--- src/rtl/audio_recorder_sram_if.sv ---
// Record-stream handshake between the audio bus controller (master) and the recorder (slave).
interface audio_recorder_sram_if;
  logic        record_audio_ready;
  logic [31:0] record_audio_data;
  logic        record_audio_valid;

  modport master (
    output record_audio_data,
    output record_audio_valid,
    input  record_audio_ready
  );

  modport slave (
    input  record_audio_data,
    input  record_audio_valid,
    output record_audio_ready
  );
endinterface

--- src/rtl/audio_recorder_sram.sv ---
// Stereo record sink: each accepted 32-bit sample is written to 16-bit SRAM as left then right,
// with an auto-incrementing address that stops on a stop command or when memory is full.
module audio_recorder_sram #(
  parameter int unsigned ADDR_W    = 20,
  parameter int unsigned WR_CYCLES = 2,
  parameter int unsigned MAX_ADDR  = (2 ** ADDR_W) - 1
) (
  input  logic                  i_clk,
  input  logic                  i_rst_n,
  input  logic                  i_start,
  input  logic                  i_stop,
  input  logic                  i_pause,
  audio_recorder_sram_if.slave  rec,
  output logic [ADDR_W-1:0]     o_sram_addr,
  output logic [15:0]           o_sram_wdata,
  output logic                  o_sram_we_n,
  output logic [ADDR_W-1:0]     o_end_addr,
  output logic                  o_full,
  output logic                  o_done,
  output logic [2:0]            o_state
);

  // One extra bit so the end address can reach MAX_ADDR+1 without wrapping.
  localparam int unsigned EndW = ADDR_W + 1;
  localparam int unsigned CntW = $clog2(WR_CYCLES + 1);

  localparam logic [CntW-1:0] CntGap     = CntW'(WR_CYCLES);
  localparam logic [CntW-1:0] CntLastLow = CntW'(WR_CYCLES - 1);
  localparam logic [CntW-1:0] CntOne     = CntW'(1);
  localparam logic [EndW-1:0] LastStart  = EndW'(MAX_ADDR - 1);
  localparam logic [EndW-1:0] EndOne     = EndW'(1);

  typedef enum logic [2:0] {
    StIdle = 3'd0,
    StWait = 3'd1,
    StWrL  = 3'd2,
    StWrR  = 3'd3
  } state_e;

  state_e            state_q, state_d;
  logic [CntW-1:0]   cnt_q, cnt_d;
  logic [31:0]       hold_q, hold_d;
  logic [EndW-1:0]   end_q, end_d;
  logic              full_q, full_d;
  logic              pend_q, pend_d;
  logic              done_q, done_d;
  logic              we_n;
  logic              ready;
  logic              accept;
  logic [EndW-1:0]   end_inc;

  assign ready   = (state_q == StWait) && !i_pause;
  assign accept  = ready && rec.record_audio_valid;
  assign end_inc = end_q + EndOne;

  always_comb begin
    state_d = state_q;
    cnt_d   = cnt_q;
    hold_d  = hold_q;
    end_d   = end_q;
    full_d  = full_q;
    pend_d  = pend_q;
    done_d  = 1'b0;
    we_n    = 1'b1;
    unique case (state_q)
      StIdle: begin
        if (i_start && !i_stop) begin
          state_d = StWait;
          end_d   = '0;
          full_d  = 1'b0;
          pend_d  = 1'b0;
        end
      end
      StWait: begin
        if (accept) begin
          hold_d  = rec.record_audio_data;
          cnt_d   = '0;
          pend_d  = i_stop;
          state_d = StWrL;
        end else if (i_stop) begin
          state_d = StIdle;
          done_d  = 1'b1;
        end
      end
      StWrL: begin
        if (i_stop) pend_d = 1'b1;
        // Final count is the we_n-high gap that separates left from right.
        if (cnt_q == CntGap) begin
          cnt_d   = '0;
          end_d   = end_inc;
          state_d = StWrR;
        end else begin
          we_n  = 1'b0;
          cnt_d = cnt_q + CntOne;
        end
      end
      StWrR: begin
        we_n = 1'b0;
        if (i_stop) pend_d = 1'b1;
        if (cnt_q == CntLastLow) begin
          cnt_d = '0;
          end_d = end_inc;
          if (pend_q || i_stop || (end_inc > LastStart)) begin
            state_d = StIdle;
            done_d  = 1'b1;
            pend_d  = 1'b0;
            if (end_inc > LastStart) full_d = 1'b1;
          end else begin
            state_d = StWait;
          end
        end else begin
          cnt_d = cnt_q + CntOne;
        end
      end
      default: state_d = StIdle;
    endcase
  end

  always_ff @(posedge i_clk) begin
    if (!i_rst_n) begin
      state_q <= StIdle;
      cnt_q   <= '0;
      hold_q  <= '0;
      end_q   <= '0;
      full_q  <= 1'b0;
      pend_q  <= 1'b0;
      done_q  <= 1'b0;
    end else begin
      state_q <= state_d;
      cnt_q   <= cnt_d;
      hold_q  <= hold_d;
      end_q   <= end_d;
      full_q  <= full_d;
      pend_q  <= pend_d;
      done_q  <= done_d;
    end
  end

  assign rec.record_audio_ready = ready;
  assign o_sram_addr  = end_q[ADDR_W-1:0];
  assign o_sram_wdata = (state_q == StWrR) ? hold_q[15:0] : hold_q[31:16];
  assign o_sram_we_n  = we_n;
  assign o_end_addr   = end_q[ADDR_W-1:0];
  assign o_full       = full_q;
  assign o_done       = done_q;
  assign o_state      = state_q;

endmodule

--- src/flat_wrapper.sv ---
// flat-port wrapper written by rule: the top's interface ports become plain ports
module audio_recorder_sram_flat 
#(
  parameter int unsigned ADDR_W    = 20,
  parameter int unsigned WR_CYCLES = 2,
  parameter int unsigned MAX_ADDR  = (2 ** ADDR_W) - 1
)
  (i_clk, i_rst_n, i_start, i_stop, i_pause, o_sram_addr, o_sram_wdata, o_sram_we_n, o_end_addr, o_full, o_done, o_state, rec_record_audio_data, rec_record_audio_valid, rec_record_audio_ready);
  audio_recorder_sram_if rec_i ();
  input  logic i_clk;
  input  logic i_rst_n;
  input  logic i_start;
  input  logic i_stop;
  input  logic i_pause;
  output logic [ADDR_W-1:0] o_sram_addr;
  output logic [15:0] o_sram_wdata;
  output logic o_sram_we_n;
  output logic [ADDR_W-1:0] o_end_addr;
  output logic o_full;
  output logic o_done;
  output logic [2:0] o_state;
  input wire logic [$bits(rec_i.record_audio_data)-1:0] rec_record_audio_data;
  input wire logic [$bits(rec_i.record_audio_valid)-1:0] rec_record_audio_valid;
  output wire logic [$bits(rec_i.record_audio_ready)-1:0] rec_record_audio_ready;
  assign rec_i.record_audio_data = rec_record_audio_data;
  assign rec_i.record_audio_valid = rec_record_audio_valid;
  assign rec_record_audio_ready = rec_i.record_audio_ready;
  audio_recorder_sram #(.ADDR_W(ADDR_W), .WR_CYCLES(WR_CYCLES), .MAX_ADDR(MAX_ADDR)) u_core (.i_clk(i_clk), .i_rst_n(i_rst_n), .i_start(i_start), .i_stop(i_stop), .i_pause(i_pause), .rec(rec_i), .o_sram_addr(o_sram_addr), .o_sram_wdata(o_sram_wdata), .o_sram_we_n(o_sram_we_n), .o_end_addr(o_end_addr), .o_full(o_full), .o_done(o_done), .o_state(o_state));
endmodule
--- config.mk ---
export PLATFORM = sky130hd
export DESIGN_NAME = audio_recorder_sram_flat
export DESIGN_NICKNAME = d
export VERILOG_FILES = /design/src/rtl/audio_recorder_sram_if.sv /design/src/rtl/audio_recorder_sram.sv /design/src/flat_wrapper.sv
export SDC_FILE = /design/constraint.sdc
export NUM_CORES = 1
export LEC_CHECK = 0
export CAP_MARGIN = 20
export CORE_MARGIN = 2
export CORE_UTILIZATION = 43
export DETAILED_ROUTE_END_ITERATION = 12
export GPL_ROUTABILITY_DRIVEN = 0
export GPL_TIMING_DRIVEN = 1
export PLACE_DENSITY_LB_ADDON = 0.05
export SLEW_MARGIN = 20
export SYNTH_ARGS = -nofsm -noshare
export SYNTH_HDL_FRONTEND = slang
export SYNTH_SLANG_ARGS = --single-unit
--- constraint.sdc ---
create_clock -name i_clk -period 2.47 [get_ports i_clk]
set_input_delay 0.494 -clock i_clk [delete_from_list [all_inputs] [get_ports i_clk]]
set_output_delay 0.494 -clock i_clk [all_outputs]
set_load 0.02 [all_outputs]
==> results of run 1 <==
-- cells in the mapped netlist (all sizes together), types with 2 or more instances --
cell type and count:
clkbuf 24, o31a 2, nor2b 3, nand2b 4, inv 5, a21o 2, nand2 93, nor2 18
a21boi 20, dfxtp 60, ha 2, or3 3, a21oi 31, nor3 13, o21a 2, nand3b 5
o221ai 3, buf 44, nand3 12, nor3b 7, or2 2, mux2 16, or4 3, a31oi 6
o21ai 20, and2 6, nor4 4, a22oi 5, nand4 5, a21bo 2
-- final timing paths --
kind,from,to,slack [ns]
hold reg to reg,u_core.hold_q[7]$_SDFFE_PN0P_,u_core.hold_q[7]$_SDFFE_PN0P_,0.45
setup reg to reg,u_core.end_q[11]$_SDFFE_PN0P_,u_core.o_state[0]$_SDFFE_PN0P_,0.22
hold / removal,u_core.hold_q[7]$_SDFFE_PN0P_,u_core.hold_q[7]$_SDFFE_PN0P_,0.45
setup / recovery,u_core.o_state[1]$_SDFFE_PN0P_,o_sram_wdata[4],0.08
-- flip-flops by register name, indices dropped and copies added, names as in the netlist --
register	count
u_core.o_state	2
u_core.cnt_q	2
u_core.pend_q	1
u_core.o_done	1
u_core.hold_q	32
u_core.end_q	21
u_core.o_full	1
-- power by group --
part	switching, mW	leakage (nW)	internal [mW]
Clock	0.370	0.0893	0.410
Combinational	0.0805	1.03	0.0954
Sequential	0.00616	0.485	0.979
Total	0.456	1.61	1.48
-- timing repair --
action	CTS	global route
gates resized for setup	1	6
setup endpoints to repair	9	6
pin swaps	0	3
-- cell type report --
cell class                 count  area, µm²
timing repair buffer         126       1230
fill                         730       3160
inverter                       6       22.5
tap                          102        128
clock inverter                 2       10.0
sequential                    60       1200
multi-input combinational    301       1730
clock buffer                  13        159
-- logic make-up after synthesis --
| logic type | count (synthesis) | synth area share [%] |
|---|---|---|
| AOI/OAI and AO/OA | 97 | 18.5 |
| xor gates and xnor gates | 1 | 0.260 |
| DFF | 60 | 35.7 |
| buffers and inverters | 74 | 12.9 |
| adders and majority gates | 2 | 0.743 |
| other | 1 | 0.111 |
| and+or+nand+nor | 183 | 26.1 |
| muxes | 17 | 5.65 |
-- tightest hold or removal path, stage by stage, from the launching register on --
cell     delay, ns
dfxtp_1       0.31
nand2_1       0.05
a21oi_1       0.05
-- layer usage --
layer / up-vias / wire length (µm) / GRT usage (%) / share of wire (%)
li1: 1595 / - / - / -
met1: 1438 / 3570 / 23.1 / 43
met2: 95 / 4050 / 34.5 / 49
met3: 14 / 535 / 5.94 / 6.4
met4: 0 / 151 / 9.20 / 1.8
met5: - / 0 / 0 / 0
-- metrics by stage --
step / util, % / hold slack, ns / cells
floorplan: - / 0.434 / 435
global placement: 56.2 / 0.441 / 595
detailed placement: 56.2 / 0.447 / 595
CTS: 58.5 / 0.455 / 610
global route: 58.7 / 0.478 / 610
finish: 58.7 / 0.454 / 610
==> flow_summary.ini, run 1 <==
[status]
status = finished, final reports clean

[routing]
antenna_left = 0
wirelength_um = 8310
drt_iter0_drc = 88
dr.pass1.iters = 4
via_count = 3142
viasPerCell = 5.15
drt-wirelength-per-cell_um = 13.6
drc = 0

[setup_path]
path_max_fanout = 16
slowest_stage = clkdlybuf4s50_1
slowest_delay_ns = 0.54
critical_path.cell_chain = nand2_1 > buf_6 > mux2_2 > clkdlybuf4s50_1
critPathKind = flip-flop to output pin
worst_setup_path_end_kind = output pin
worst_ep_required_time_ns = 1.98
r2r.worst_path.cells = 6
cp.depth = 4
crit_family = buffers and inverters
startpoint_type = flip-flop
cp.arrival_ns = 1.90
path_buf_inv = 2

[clock_network]
cts-hold-fix-buffers = 0
ctsHtreeMaxLevel = 3
cts_tree = yes
clk_pin_slew_ns = 0.06
cts_buffers = 9
root_buffer = clkbuf_8
clock-sinks = 60
clockBufferDepth = 2
clkLatencyLatePin_ns = 0.34
post_cts_buffers = 0

[global_route]
grt_pass1_vias = 2980
grt_start_max_net_pins = 39
grt_pass1_wl_um = 13900
antenna_found_initial = 0
track_usage_pct = 20.2
grt_overflow = 0

[synthesis]
synth_top_area_share_pct = 35.7
ys_async_sr_fraction_pct = 0
ys_types = 48
synthCells = 435
synth_ff_type = dfxtp_1
synth_seq_cells = 60
avgSynthCellArea_um2 = 7.74
yosys-top-cells-area = dfxtp_1 (36%), nand2_1 (10%), buf_4 (9.1%)
synth_top_cell_by_area = dfxtp_1
seq_area_frac_synth_pct = 35.7
yosysWarnings = 0
synth_edf_count = 0
synth_area_um2 = 3370
synthesis.nets = 475

[final_layout]
antenna-diode-count = 0
finish.instance_area_um2 = 4490
nets = 544
final_common_cell = clkdlybuf4s50_1
final_cell_mix = clkdlybuf4s50_1 (94), nand2_1 (93), dfxtp_1 (59)
drive_gt1_share_pct = 13.0
area_growth_pct = 33.3

[sta]
final.setup.tns_ns = 0
setup_viol = 0
worst_slack_ns = 0.0798
max_freq_mhz = 418
finClkSkew_ns = 0.00519
min_period_ns = 2.39
finalHoldViolCount = 0
maxSlewViolCount = 0
rsz0062_at_grt = false
finalCritPeriodShare_pct = 96.8

[die]
rows = 32
core_area_um2 = 7650
dieArea_um2 = 8550
die_w_um = 92.5
die_height_um = 92.5
io-pin-count = 101
initial_core_util_pct = 44.0

[pwr]
p_leak_nw = 1.61
powerDensity_nw_per_um2 = 433
ir_worst_vdd_v = 0.000326
power_mw = 1.94

[job]
maxCapViolCount = 0

[placed_design]
pre_cts_ws_ns = 0.118
placed_area_um2 = 4300
place_hpwl_um = 5700
portBuffers = 99

[hold_path]
holdPathStages = 2
hold_class = flip-flop to flip-flop
Note: power is estimated with default switching activity, not from simulation.
==> run 2: changes to the inputs <==
--- a/config.mk
+++ b/config.mk
@@ -11,7 +11,7 @@
 export DETAILED_ROUTE_END_ITERATION = 12
 export GPL_ROUTABILITY_DRIVEN = 0
 export GPL_TIMING_DRIVEN = 1
-export PLACE_DENSITY_LB_ADDON = 0.05
+export PLACE_DENSITY = 0.77
 export SLEW_MARGIN = 20
 export SYNTH_ARGS = -nofsm -noshare
 export SYNTH_HDL_FRONTEND = slang
==> run 2 against run 1 <==
Compared with the run above: sequential share of layout area grew 0.090 points; worst hold slack barely moved; critical path depth stayed put; via count grew 1.4%; die area unchanged; largest cell class unchanged; largest power group unchanged; fmax shrank 0.26%; first-iteration DRC count up 48%; count of clock-buffer cells in the layout fell by 4; combinational power fell by 2%; core utilization down 0.20 points; global-route usage shrank 0.47 points; clock power rose by 1%.
==> flow_summary.ini, run 2 (synthesis gave the netlist of run 1 again) <==
[final_layout]
finish.instance_area_um2 = 4470
final_common_cell = clkdlybuf4s50_1
top_regs = u_core.hold_q: 32 flops, u_core.end_q: 21 flops
area_growth_pct = 32.8
final_cell_mix = clkdlybuf4s50_1 (98), nand2_1 (93), dfxtp_1 (59)
top_register = u_core.hold_q
drive_gt1_share_pct = 13.6
nets = 544
antenna-diode-count = 0
largest_reg_flops = 32

[setup_path]
cp.arrival_ns = 1.90
startpoint_type = flip-flop
slowest_stage = clkdlybuf4s50_1
path_max_fanout = 16
worst_ep_required_time_ns = 1.98
timing.rr.start = u_core.end_q[11]$_SDFFE_PN0P_
critical_path.cell_chain = nand2_1 > buf_6 > mux2_2 > clkdlybuf4s50_1
worst_setup_path_end_kind = output pin
critPathKind = flip-flop to output pin
slowest_delay_ns = 0.54
crit_start = u_core.o_state[1]$_SDFFE_PN0P_

[die]
die_w_um = 92.5
dieArea_um2 = 8550
io-pin-count = 101
die_height_um = 92.5
initial_core_util_pct = 44.0
core_area_um2 = 7650
rows = 32

[placed_design]
pre_cts_ws_ns = 0.0764
placed_area_um2 = 4290
portBuffers = 99
place_hpwl_um = 5730

[clock_network]
cts-hold-fix-buffers = 0
cts_tree = yes
ctsHtreeMaxLevel = 3
clk_pin_slew_ns = 0.07
clkLatencyLatePin_ns = 0.35
root_buffer = clkbuf_8
clockBufferDepth = 2
clock-sinks = 60
post_cts_buffers = 0
cts_buffers = 9

[sta]
setup_viol = 0
whs_ns = 0.453
maxSlewViolCount = 0
worst_slack_ns = 0.0735
finalHoldViolCount = 0
min_period_ns = 2.40
finClkSkew_ns = 0.0105
rsz0062_at_grt = false
finalCritPeriodShare_pct = 97.0
max_freq_mhz = 417
final.setup.tns_ns = 0

[pwr]
ir_worst_vdd_v = 0.000281
powerDensity_nw_per_um2 = 435
p_leak_nw = 1.51

[routing]
dr.pass1.iters = 5
antenna_left = 0
via_count = 3186
viasPerCell = 5.21
drc = 0
drt-wirelength-per-cell_um = 13.2
wirelength_um = 8040
drt_iter0_drc = 130

[global_route]
grt_start_max_net_pins = 39
antenna_found_initial = 0
grt_pass1_wl_um = 13500
grt_overflow = 0
grt_pass1_vias = 2992
track_usage_pct = 19.7

[status]
status = finished, final reports clean

[job]
maxCapViolCount = 0

[hold_path]
hold_start = u_core.hold_q[10]$_SDFFE_PN0P_
hold_class = flip-flop to flip-flop
run 2: changes by cell type in the layout (fill, tap and decap cells not counted):
cell / change
clkdlybuf4s50_1: +4
clkinvlp_4: +4
dlymetal6s2s_1: -4
clkbuf_1: -2
clkbuf_8: -2
buf_12: -1
buf_4: +1
clkinv_2: -1
clkinv_4: +1
inv_6: +1
run 2: what timing repair did:
item                                    in CTS  in global routing
gates resized for setup                      1                  2
endpoints found under the setup margin       1                  2
pin swaps                                    0                  2
run 2: worst max-delay path: cells and delay by family (launching register included):
kind / cells / cell delay (ns)
buffers and inverters: 2 / 0.75
muxes: 1 / 0.37
DFF: 1 / 0.34
and+or+nand+nor: 1 / 0.11
run 2: cell type report:
type,count,area [µm²]
fillers,701,3180
clock buffers,9,124
inverters,6,22.5
clock inverters,7,52.6
repair buffers,126,1210
flip-flops and latches,60,1200
multi-input cells,301,1730
well taps,102,128
run 2: worst paths after layout:
path	endpoint	slack, ns	cells after the start
worst max-delay path	o_sram_wdata[2]	0.07	4
worst max register to register	u_core.o_state[0]$_SDFFE_PN0P_	0.15	6
worst min register to register	u_core.hold_q[10]$_SDFFE_PN0P_	0.45	2
worst min-delay path	u_core.hold_q[10]$_SDFFE_PN0P_	0.45	2
run 2: power breakdown:
group	total [mW]	internal [mW]	switching, mW
Sequential	0.985	0.978	0.00642
Clock	0.790	0.366	0.425
Combinational	0.172	0.0932	0.0784
run 2: metal layers:
layer  wire length, µm  track usage, %  share of wire, %  up-vias
li1                  -               -                 -     1602
met1              3450            24.1                43     1470
met2              3950            32.9                49      102
met3               520            5.45               6.5       12
met4               125            7.71               1.6        0
met5                 0               0                 0        -
run 2: through the flow:
step           cells  power, mW  utilization, %
2_1_floorplan    435       1.08               -
3_3_place_gp     595       1.18            56.1
3_5_place_dp     595       1.18            56.1
4_1_cts          611       1.96            58.4
5_1_grt          611       2.02            58.5
6_report         611       1.95            58.5
